**config.mk**
```make
export PLATFORM = sky130hd
export DESIGN_NAME = seg7_scan_driver
export DESIGN_NICKNAME = d
export VERILOG_FILES = /design/src/rtl/seg7_scan_driver.sv
export SDC_FILE = /design/constraint.sdc
export NUM_CORES = 1
export LEC_CHECK = 0
export BUFFER_PORTS_ARGS = -buffer_cell sky130_fd_sc_hd__clkbuf_2
export CAP_MARGIN = 20
export CORE_MARGIN = 3
export CORE_UTILIZATION = 40
export CTS_CLUSTER_SIZE = 24
export DETAILED_ROUTE_END_ITERATION = 7
export HOLD_SLACK_MARGIN = 0.03
export PLACE_DENSITY = 0.64
export SYNTH_ARGS = -nofsm -noshare
export SYNTH_HDL_FRONTEND = slang
export SYNTH_SLANG_ARGS = --single-unit
```
**constraint.sdc**
```tcl
create_clock -name clock -period 3 [get_ports clock]
set_input_delay 0.3 -clock clock [delete_from_list [all_inputs] [get_ports clock]]
set_output_delay 0.3 -clock clock [all_outputs]
set_load 0.005 [all_outputs]
```
**src/rtl/seg7_scan_driver.sv**
```systemverilog
// Purpose : multi-digit seven-segment scan driver with hex/raw decode per digit,
//           anode blanking at slot start and double-buffered (tear-free) display data.
// Latency : seg/dp/an/frame_done are registered, 1 cycle behind the internal scan state;
//           loaded data appears on seg one cycle after the next frame boundary edge.
// Backpressure: none; load is always accepted, later loads overwrite the staging buffer.
//
// Ports:
//   clock, reset       rising-edge clock, synchronous active-high reset
//   data[8*N-1:0]      byte i drives digit i
//   mode[N-1:0]        per digit: 1 = hex decode of low nibble (bit 7 = dp), 0 = raw {dp,seg}
//   load               capture data/mode into staging
//   pending            staging holds data not yet copied into the active buffer
//   frame_done         one-cycle pulse in the first cycle of a new frame
//   seg[6:0] (a..g), dp, an[N-1:0]  board pins, polarity set by parameters
//   brightness[3:0]    only when SEG7_BRIGHTNESS_EN is defined: anode lit only while p[3:0] <= brightness
module seg7_scan_driver #(
    parameter int NUM_DIGITS     = 4,
    parameter int SCAN_DIV       = 100000,
    parameter int BLANK_CYCLES   = 16,
    parameter bit SEG_ACTIVE_LOW = 1'b1,
    parameter bit AN_ACTIVE_LOW  = 1'b1
) (
    input  logic                    clock,
    input  logic                    reset,
    input  logic [8*NUM_DIGITS-1:0] data,
    input  logic [NUM_DIGITS-1:0]   mode,
    input  logic                    load,
`ifdef SEG7_BRIGHTNESS_EN
    input  logic [3:0]              brightness,
`endif
    output logic                    pending,
    output logic                    frame_done,
    output logic [6:0]              seg,
    output logic                    dp,
    output logic [NUM_DIGITS-1:0]   an
);

    localparam int PW = $clog2(SCAN_DIV);
    localparam int KW = (NUM_DIGITS > 1) ? $clog2(NUM_DIGITS) : 1;

    localparam logic [PW-1:0]         P_LAST  = PW'(SCAN_DIV - 1);
    localparam logic [PW-1:0]         P_BLANK = PW'(BLANK_CYCLES);
    localparam logic [KW-1:0]         K_LAST  = KW'(NUM_DIGITS - 1);
    // Inactive (off) levels; XOR with these converts active-high to pin polarity.
    localparam logic [6:0]            SEG_OFF = {7{SEG_ACTIVE_LOW}};
    localparam logic                  DP_OFF  = SEG_ACTIVE_LOW;
    localparam logic [NUM_DIGITS-1:0] AN_OFF  = {NUM_DIGITS{AN_ACTIVE_LOW}};

    function automatic logic [6:0] hex_decode(input logic [3:0] nib);
        logic [6:0] s;
        case (nib)
            4'h0: s = 7'h3F;  4'h1: s = 7'h06;  4'h2: s = 7'h5B;  4'h3: s = 7'h4F;
            4'h4: s = 7'h66;  4'h5: s = 7'h6D;  4'h6: s = 7'h7D;  4'h7: s = 7'h07;
            4'h8: s = 7'h7F;  4'h9: s = 7'h6F;  4'hA: s = 7'h77;  4'hB: s = 7'h7C;
            4'hC: s = 7'h39;  4'hD: s = 7'h5E;  4'hE: s = 7'h79;  default: s = 7'h71;
        endcase
        return s;
    endfunction

    logic [PW-1:0]           p_q, p_d;
    logic [KW-1:0]           k_q, k_d;
    logic [8*NUM_DIGITS-1:0] stg_data_q, stg_data_d, act_data_q, act_data_d;
    logic [NUM_DIGITS-1:0]   stg_mode_q, stg_mode_d, act_mode_q, act_mode_d;
    logic                    pending_q, pending_d;
    logic                    frame_done_q, frame_done_d;
    logic [6:0]              seg_q, seg_d;
    logic                    dp_q, dp_d;
    logic [NUM_DIGITS-1:0]   an_q, an_d;

    logic                    slot_end, wrap, lit, cur_mode, dp_raw;
    logic [7:0]              cur_byte;
    logic [6:0]              seg_raw;
    logic [NUM_DIGITS-1:0]   an_raw;

    always_comb begin
        slot_end = (p_q == P_LAST);
        wrap     = slot_end && (k_q == K_LAST);

        p_d = slot_end ? '0 : p_q + PW'(1);
        k_d = k_q;
        if (slot_end) begin
            k_d = (k_q == K_LAST) ? '0 : k_q + KW'(1);
        end

        // The active buffer is copied from staging before the staging register
        // takes a same-cycle load, so a load in the wrap cycle waits one frame.
        act_data_d = act_data_q;
        act_mode_d = act_mode_q;
        if (wrap && pending_q) begin
            act_data_d = stg_data_q;
            act_mode_d = stg_mode_q;
        end

        stg_data_d = stg_data_q;
        stg_mode_d = stg_mode_q;
        pending_d  = pending_q;
        if (wrap) begin
            pending_d = 1'b0;
        end
        if (load) begin
            stg_data_d = data;
            stg_mode_d = mode;
            pending_d  = 1'b1;
        end

        frame_done_d = wrap;

        cur_byte = '0;
        cur_mode = 1'b0;
        for (int i = 0; i < NUM_DIGITS; i++) begin
            if (k_q == KW'(i)) begin
                cur_byte = act_data_q[8*i +: 8];
                cur_mode = act_mode_q[i];
            end
        end

        if (cur_mode) begin
            seg_raw = hex_decode(cur_byte[3:0]);
            dp_raw  = cur_byte[7];
        end else begin
            seg_raw = cur_byte[6:0];
            dp_raw  = cur_byte[7];
        end

        // Anodes stay off for the first BLANK_CYCLES of each slot while seg settles.
        lit = (p_q >= P_BLANK);
`ifdef SEG7_BRIGHTNESS_EN
        lit = lit && (4'(p_q) <= brightness);
`endif

        an_raw = '0;
        for (int i = 0; i < NUM_DIGITS; i++) begin
            an_raw[i] = lit && (k_q == KW'(i));
        end

        seg_d = seg_raw ^ SEG_OFF;
        dp_d  = dp_raw ^ DP_OFF;
        an_d  = an_raw ^ AN_OFF;
    end

    always_ff @(posedge clock) begin
        if (reset) begin
            p_q          <= '0;
            k_q          <= '0;
            stg_data_q   <= '0;
            stg_mode_q   <= '0;
            act_data_q   <= '0;
            act_mode_q   <= '0;
            pending_q    <= 1'b0;
            frame_done_q <= 1'b0;
            seg_q        <= SEG_OFF;
            dp_q         <= DP_OFF;
            an_q         <= AN_OFF;
        end else begin
            p_q          <= p_d;
            k_q          <= k_d;
            stg_data_q   <= stg_data_d;
            stg_mode_q   <= stg_mode_d;
            act_data_q   <= act_data_d;
            act_mode_q   <= act_mode_d;
            pending_q    <= pending_d;
            frame_done_q <= frame_done_d;
            seg_q        <= seg_d;
            dp_q         <= dp_d;
            an_q         <= an_d;
        end
    end

    assign pending    = pending_q;
    assign frame_done = frame_done_q;
    assign seg        = seg_q;
    assign dp         = dp_q;
    assign an         = an_q;

endmodule
```
==> impl_metrics.ini, run 1 <==
[timing]
drv_slew = 0
period_needed_ns = 2.59
finalHoldViolCount = 0
worst_pin_slew_ns = 0.644
max_freq_mhz = 386
finalSetupTns_ns = 0
finClkSkew_ns = 0.0166
setup_violations = 0
slew_headroom = 0.571
timing.final.crit_share = 0.864
rsz0062_at_grt = no

[layout]
final_common_cell = dfxtp_1
syn2layout_area_growth_pct = 12.4
fill_cells = 1032
fin_util = 0.473
diodes = 0
final_cell_mix = dfxtp_1, nand2_1, nor2_1
stdcell_count = 690
drive_gt1_frac = 0.159
layout.nets = 601

[logic_synthesis]
synth_cells = 509
synth_seq_cells = 105
synth_top_family_by_area = simple AND/OR/NAND/NOR gates
yosysSeqAreaShare = 0.471
synth_compound_gate_area_share = 0.103
yosys.area.top_type = dfxtp_1
synth_top_area_share = 0.471
synth_edf_count = 0
synthDistinctLibCells = 44
synthMuxAreaShare = 0.0928
yosysWarnings = 0
synth_nets = 561
synth_xor_area_frac = 0.0294
syn_avg_cell_area_um2 = 8.77
synth_area_leaders = dfxtp_1, mux2i_1, nand2_1, a21oi_1, nor2_1
async_flop_share = 0
synth-main-ff-cell = dfxtp_1
synth_fa_ha_area_frac = 0.0364
synth-simple-area-share = 0.216
netlist_area_um2 = 4460

[critical_path]
r2r-end = seg[3]
r2r-start = k_q[1]
critPathRequiredTime_ns = 3.25
critical-path-max-stage-delay_ns = 0.38
path_class = flip-flop to flip-flop
cp-start-kind = flip-flop
reg2regPathDepth = 8
worst_ep_arrival_time_ns = 2.85
critical_path.cell_chain = inv_1 > ha_1 > a211oi_1 > a221o_1 > inv_1 > ha_1 > mux2_2 > a311o_1
ff2ff_setup_slack_ns = 0.41
end_kind = flip-flop
crit_path_max_fanout = 19
slowest_stage = dfxtp_1

[power_and_ir_drop]
p_leak_uw = 0.00192
ir_drop_v = 0.000197
p_per_area_nw_per_um2 = 499

[global_route]
antenna_found_initial = 0
grt_pass1_vias = 3280
grt-ovfl-total = 0
grt_usage = 0.147
grt_pass1_wl_um = 15300
grt_start_max_net_pins = 59

[floorplan]
core_area_um2 = 10600
start_util = 0.421
row_count = 37
ios = 53
fp.dieW_um = 112
fp.dieH_um = 112
dieArea_um2 = 12500

[clock_tree]
cts_buffer_depth = 2
cts_resized = 0
cts_sinks = 105
cts_tree = yes
clock_latency_ns = 0.37
numCtsBuffers = 9
path_clk_slew_ns = 0.09
cts_hold_buf = 0
htreeDepth = 3
post_cts_buffers = 0
cts_root_buf = clkbuf_8

[detailed_routing]
drc = 0
first_iter_violations = 112
ant_nets = 0
vias_per_cell = 4.95
totalWireLength_um = 9030
wl_per_cell_um = 13.1
vias = 3414
drt_pass1_iterations = 4

[place]
place.gp.congestion = 0.898
portBuffers = 52
post-dp-hpwl_um = 6510
dp_cells = 674

[worst_hold_path]
hold_path_depth = 3
min_to = stg_data_q[24]
hp-class = input pin to flip-flop
hp-start = data[24]

[run]
max_cap_violations = 0

[status]
status = complete, no violations
## power by group
part           internal (µW)  switching, µW  total [µW]
clock                    492            451         942
combinational           55.4           60.4         116
sequential              1430           20.5        1450
## kinds of logic (layout without fill, tap and decap cells)
family,count (synthesis),in the layout
AO/OA/AOI/OAI,76,76
adder cells (fa/ha/maj),13,13
AND/OR/NAND/NOR,213,213
XOR/XNOR,15,15
flip-flops,105,105
buffers and inverters,46,91
multiplexers,41,41
## cells in the mapped netlist (all sizes together), types with 7 or more instances
cell    number
inv         13
a21oi       54
ha          13
xnor2        9
nand3        9
nand2       98
nor2        61
nand3b       7
mux2i       38
clkbuf      21
dfxtp      105
buf         12
## worst max-delay path by stage
stage,from,endpoint,cells after the start
after detailed placement,k_q[1],seg[3],8
after CTS,k_q[1],seg[3],8
after global routing,k_q[1],seg[3],8
after floorplan,k_q[1],seg[3],9
final,k_q[1],seg[3],8
after global placement,k_q[1],seg[3],8
## layer usage
layer / vias up / track usage / wire, µm
li1: 1791 / - / -
met1: 1566 / 0.195 / 4370
met2: 49 / 0.235 / 4250
met3: 8 / 0.0391 / 324
met4: 0 / 0.0479 / 91
met5: - / 0 / 0
## area by class of cell
cell class | instances | area (µm²) | share of cell area
flip-flops and latches | 105 | 2100 | 0.419
clock buffers | 11 | 141 | 0.0282
well taps | 136 | 170 | 0.0339
repair buffers | 62 | 348 | 0.0693
clock inverters | 5 | 78.8 | 0.0157
multi-input cells | 358 | 2130 | 0.424
inverters | 13 | 48.8 | 0.00973
## registers in the layout (all words and copies together) (netlist names)
name	count
k_q	2
stg_mode_q	4
an	4
dp	1
act_mode_q	4
frame_done	1
seg	7
p_q	17
act_data_q	32
pending	1
stg_data_q	32
## critical path, delay by kind of cell (launching register included)
family	cells	cell delay, ns
DFF	1	0.38
adders and majority gates	2	0.62
AOI/OAI and AO/OA	3	0.97
muxes	1	0.28
buffers and inverters	2	0.21
## per-stage QoR
step | hold slack (ns) | setup WS, ns | area [µm²] | total power (µW)
final | 0.168 | 0.409 | 5020 | 2500
after global routing | 0.162 | 0.231 | 5020 | 2610
after CTS | 0.159 | 0.422 | 5020 | 2540
after detailed placement | 0.446 | 0.452 | 4800 | 1600
after global placement | 0.445 | 0.552 | 4800 | 1590
after floorplan | 0.432 | 0.704 | 4460 | 1550
Power figures use the tool's default switching activity.
==> run 2, diff against run 1 <==
--- a/config.mk
+++ b/config.mk
@@ -12,7 +12,7 @@
 export CTS_CLUSTER_SIZE = 24
 export DETAILED_ROUTE_END_ITERATION = 7
 export HOLD_SLACK_MARGIN = 0.03
-export PLACE_DENSITY = 0.64
+export PLACE_DENSITY = 0.69
 export SYNTH_ARGS = -nofsm -noshare
 export SYNTH_HDL_FRONTEND = slang
 export SYNTH_SLANG_ARGS = --single-unit
==> constraint.sdc (replaced) <==
create_clock -name clock -period 2.9 [get_ports clock]
set_input_delay 0.29 -clock clock [delete_from_list [all_inputs] [get_ports clock]]
set_output_delay 0.29 -clock clock [all_outputs]
set_load 0.005 [all_outputs]
==> run 2 against run 1 <==
Net effect:
- core utilization decreased by 0.094 points
- flip-flop and latch count unchanged
- count of clock-buffer cells in the layout increased by 1
- routed wire length increased by 1.7%
- die area unchanged
- clock skew decreased by 0.0091 ns
- total power increased by 2.9%
- global-route usage increased by 0.51 points
- final cell count decreased by 0.14%
- first-iteration DRC count increased by 84%
- combinational power increased by 3%
- critical path depth unchanged
==> impl_metrics.ini, run 2 (synthesized netlist as in run 1, its figures left out) <==
[status]
status = complete, no violations

[worst_hold_path]
hp-class = input pin to flip-flop
min_to = stg_data_q[20]
hold_path_depth = 3
hp-start = data[20]

[power_and_ir_drop]
p_comb_frac = 0.047
power_switching_uw = 540
p_int_uw = 2040
swShare = 0.210
clkPwrFrac = 0.373
p_per_area_nw_per_um2 = 515
p_leak_uw = 0.00191
sequentialPowerShare = 0.580
ir_drop_v = 0.000211

[clock_tree]
cts_resized = 0
cts_tree = yes
htreeDepth = 3
cts_buffer_depth = 2
cts_root_buf = clkbuf_8
cts_sinks = 105
path_clk_slew_ns = 0.09
numCtsBuffers = 9
post_cts_buffers = 0
clock_latency_ns = 0.35
cts_hold_buf = 0

[floorplan]
start_util = 0.421
fp.dieW_um = 112
ios = 53
row_count = 37
core_area_um2 = 10600
fp.dieH_um = 112
dieArea_um2 = 12500

[global_route]
grt-ovfl-total = 0
grt_pass1_vias = 3461
grt_usage = 0.153
grt_pass1_wl_um = 16000
grt_start_max_net_pins = 61
antenna_found_initial = 0

[timing]
finalHoldViolCount = 0
drv_slew = 0
setup_violations = 0
rsz0062_at_grt = no
finalSetupTns_ns = 0
period_needed_ns = 2.63
worst_pin_slew_ns = 0.599
slew_headroom = 0.601
max_freq_mhz = 380
finClkSkew_ns = 0.00747
timing.final.crit_share = 0.908

[critical_path]
worst_ep_arrival_time_ns = 2.88
end_kind = flip-flop
cp-start-kind = flip-flop
r2r-start = k_q[0]
path_class = flip-flop to flip-flop
crit_path_max_fanout = 17
r2r-end = seg[3]
reg2regPathDepth = 8
critPathRequiredTime_ns = 3.15
ff2ff_setup_slack_ns = 0.27

[place]
place_area_um2 = 4800
portBuffers = 52
place.gp.congestion = 0.883
post-dp-hpwl_um = 6700

[layout]
design_area_um2 = 5010
final_common_cell = dfxtp_1
diodes = 0
drive_gt1_frac = 0.156
reg.largest.list = act_data_q: 32 flops, stg_data_q: 32 flops, p_q: 17 flops
syn2layout_area_growth_pct = 12.2
layout.nets = 601
final_cell_mix = dfxtp_1, nand2_1, nor2_1

[detailed_routing]
vias = 3440
drc = 0
first_iter_violations = 206
wl_per_cell_um = 13.3
totalWireLength_um = 9190
ant_nets = 0
vias_per_cell = 4.99
drt_pass1_iterations = 5

[run]
max_cap_violations = 0
## run 2: cell count changes in the layout (fill, tap and decap cells not counted), sizes merged
cell    delta
clkinv     -2
clkbuf     +1
## run 2: per-stage QoR
stage                     hold WS [ns]  std cells  total power (µW)  utilization  worst slack [ns]
after CTS                        0.160        689              2610        0.472             0.295
after global routing             0.177        689              2680        0.472            0.0659
after detailed placement         0.447        674              1650        0.452             0.322
final                            0.166        689              2580        0.472             0.266
after global placement           0.444        674              1650        0.452             0.447
after floorplan                  0.432        509              1600            -             0.604
## run 2: worst max-delay path, cell delays in order, from the launching register on
cell	delay (ns)
dfxtp_1	0.41
inv_1	0.08
ha_1	0.38
a211oi_1	0.26
a221o_1	0.34
inv_1	0.14
ha_1	0.28
mux2_2	0.28
a311o_1	0.35
## run 2: worst max path at each step
stage / depth (start not counted) / to / start
after CTS: 8 / seg[3] / k_q[0]
final: 8 / seg[3] / k_q[0]
after floorplan: 9 / seg[3] / k_q[1]
after global placement: 8 / seg[3] / k_q[0]
after detailed placement: 8 / seg[3] / k_q[0]
after global routing: 8 / seg[3] / k_q[0]
## run 2: area by class of cell
class	count	area (µm²)
tap	136	170
timing repair buffer	62	348
fill	1048	5590
clock buffer	12	145
sequential	105	2100
multi-input combinational	358	2130
inverter	13	48.8
clock inverter	3	65.1
## run 2: power by group through the flow
stage | clock network, µW | logic, µW | registers (µW)
3_5_place_dp | 0 | 123 | 1530
5_1_grt | 1040 | 137 | 1500
6_report | 961 | 120 | 1500
2_1_floorplan | 0 | 80.6 | 1520
4_1_cts | 987 | 123 | 1500
3_3_place_gp | 0 | 119 | 1530
## run 2: metal layers
layer | GRT usage | share of wire | routed length (µm) | vias to the layer above
met2 | 0.255 | 0.48 | 4380 | 76
met3 | 0.0375 | 0.044 | 401 | 16
met4 | 0.0568 | 0.022 | 206 | 0
li1 | - | - | - | 1781
met5 | 0 | 0 | 0 | -
met1 | 0.191 | 0.46 | 4200 | 1567
==> run 3, diff against run 2 <==
==> constraint.sdc (replaced) <==
create_clock -name clock -period 2.9 [get_ports clock]
set_input_delay 0.145 -clock clock [delete_from_list [all_inputs] [get_ports clock]]
set_output_delay 0.145 -clock clock [all_outputs]
set_load 0.005 [all_outputs]
==> run 3 against run 2 <==
Net effect:
- sequential power is essentially flat
- final cell count rose by 5.8%
- die area did not move
- first-iteration DRC count unchanged
- setup slack better by 0.15 ns
- critical path depth down 1
- highest routed layer unchanged
==> impl_metrics.ini, run 3 (synthesized netlist as in run 1, its figures left out) <==
[detailed_routing]
drc = 0
wl_per_cell_um = 12.6
drt_pass1_iterations = 4
vias = 3598
ant_nets = 0
vias_per_cell = 4.94
first_iter_violations = 206
totalWireLength_um = 9210

[timing]
finClkSkew_ns = 0.00966
max_freq_mhz = 402
finalSetupTns_ns = 0
worst_slack_ns = 0.414
period_needed_ns = 2.49
drv_slew = 0
timing.final.crit_share = 0.857
slew_headroom = 0.375
rsz0062_at_grt = no
setup_violations = 0
worst_pin_slew_ns = 0.938
holdWs_ns = 0.132
finalHoldViolCount = 0

[layout]
seqCellArea_um2 = 2100
final_cell_mix = dfxtp_1, nand2_1, nor2_1
multi_input_area_um2 = 2130
reg.largest.list = act_data_q: 32 flops, stg_data_q: 32 flops, p_q: 17 flops
syn2layout_area_growth_pct = 20.2
fin_util = 0.506
diodes = 0
layout.nets = 640
drive_gt1_frac = 0.152
fill_cells = 999
final_common_cell = dfxtp_1

[critical_path]
crit_path_max_fanout = 15
crit_top_cell = ha_1
critical_path.cell_chain = ha_1 > a211oi_1 > a221o_1 > inv_1 > ha_1 > mux2_2 > a311o_1
critPathRequiredTime_ns = 3.16
end_kind = flip-flop
path_class = flip-flop to flip-flop
ff2ff_setup_slack_ns = 0.41
critical-path-max-stage-delay_ns = 0.37
crit_buf_inv = 1
slowest_stage = ha_1
cp-start-kind = flip-flop
worst_ep_arrival_time_ns = 2.75
cp_top_family = compound AO/OA/AOI/OAI gates

[place]
portBuffers = 52
place.gp.congestion = 0.937
post-dp-hpwl_um = 6670
pre_cts_ws_ns = 0.456

[floorplan]
row_count = 37
start_util = 0.421
fp.dieW_um = 112
fp.dieH_um = 112
dieArea_um2 = 12500
core_area_um2 = 10600
ios = 53

[clock_tree]
cts_root_buf = clkbuf_8
cts_sinks = 105
numCtsBuffers = 9
path_clk_slew_ns = 0.10
clock_latency_ns = 0.37
cts_resized = 0
cts_buffer_depth = 2
post_cts_buffers = 0
htreeDepth = 3
cts_tree = yes

[power_and_ir_drop]
p_leak_uw = 0.00207
ir_drop_v = 0.000214
p_per_area_nw_per_um2 = 476
power_uw = 2550

[worst_hold_path]
hp-class = input pin to flip-flop

[global_route]
grt_pass1_wl_um = 16500
grt_start_max_net_pins = 48
grt_pass1_vias = 3647
grt-ovfl-total = 0
grt_usage = 0.157
antenna_found_initial = 0

[status]
status = complete, no violations

[run]
max_cap_violations = 0
==> run 3: cell types whose count changed in the layout (fill, tap and decap cells not counted), sizes merged <==
| cell | delta |
|---|---|
| bufinv | -1 |
| dlygate4sd3 | +36 |
| buf | +3 |
| inv | +1 |
| clkinvlp | +1 |
==> run 3: worst reg2reg max path: stages (launching register included) <==
cell	delay, ns
dfxtp_1	0.36
ha_1	0.37
a211oi_1	0.26
a221o_1	0.33
inv_1	0.14
ha_1	0.28
mux2_2	0.28
a311o_1	0.35
==> run 3: power by group <==
group	internal, µW	total (µW)	switching [µW]
Clock	425	901	476
Combinational	89.1	157	67.8
Sequential	1470	1500	21.3
==> run 3: what timing repair did <==
item | 4_1_cts | 5_1_grt
endpoints found under the setup margin | 0 | 0
hold buffers | 36 | 0
endpoints found under the hold margin | 36 | 0
==> run 3: stage by stage <==
step                cell area, µm²  std cells
detailed placement            4810        677
floorplan                     4460        509
finish                        5360        729
global placement              4810        677
CTS                           5360        729
global route                  5360        729
==> run 3: path summary, 6_finish.rpt <==
path,start,end,depth (start not counted)
max reg2reg,k_q[0],seg[3],7
min,reset,p_q[2],2
min reg2reg,act_data_q[20],act_data_q[20],2
max,k_q[0],seg[3],7
==> run 3: routing by layer <==
layer | vias to the layer above | global-route usage | part of all wire
met5 | - | 0 | 0
met4 | 0 | 0.0568 | 0.019
met3 | 19 | 0.0375 | 0.041
met2 | 69 | 0.257 | 0.47
met1 | 1649 | 0.200 | 0.47
li1 | 1861 | - | -
==> run 3: final cells by class <==
type                    instances  area share
clock buffers                  12      0.0271
clock inverters                 4     0.00956
inverters                      13     0.00910
multi-input cells             358       0.397
flip-flops and latches        105       0.392
well taps                     136      0.0317
repair buffers                101       0.134
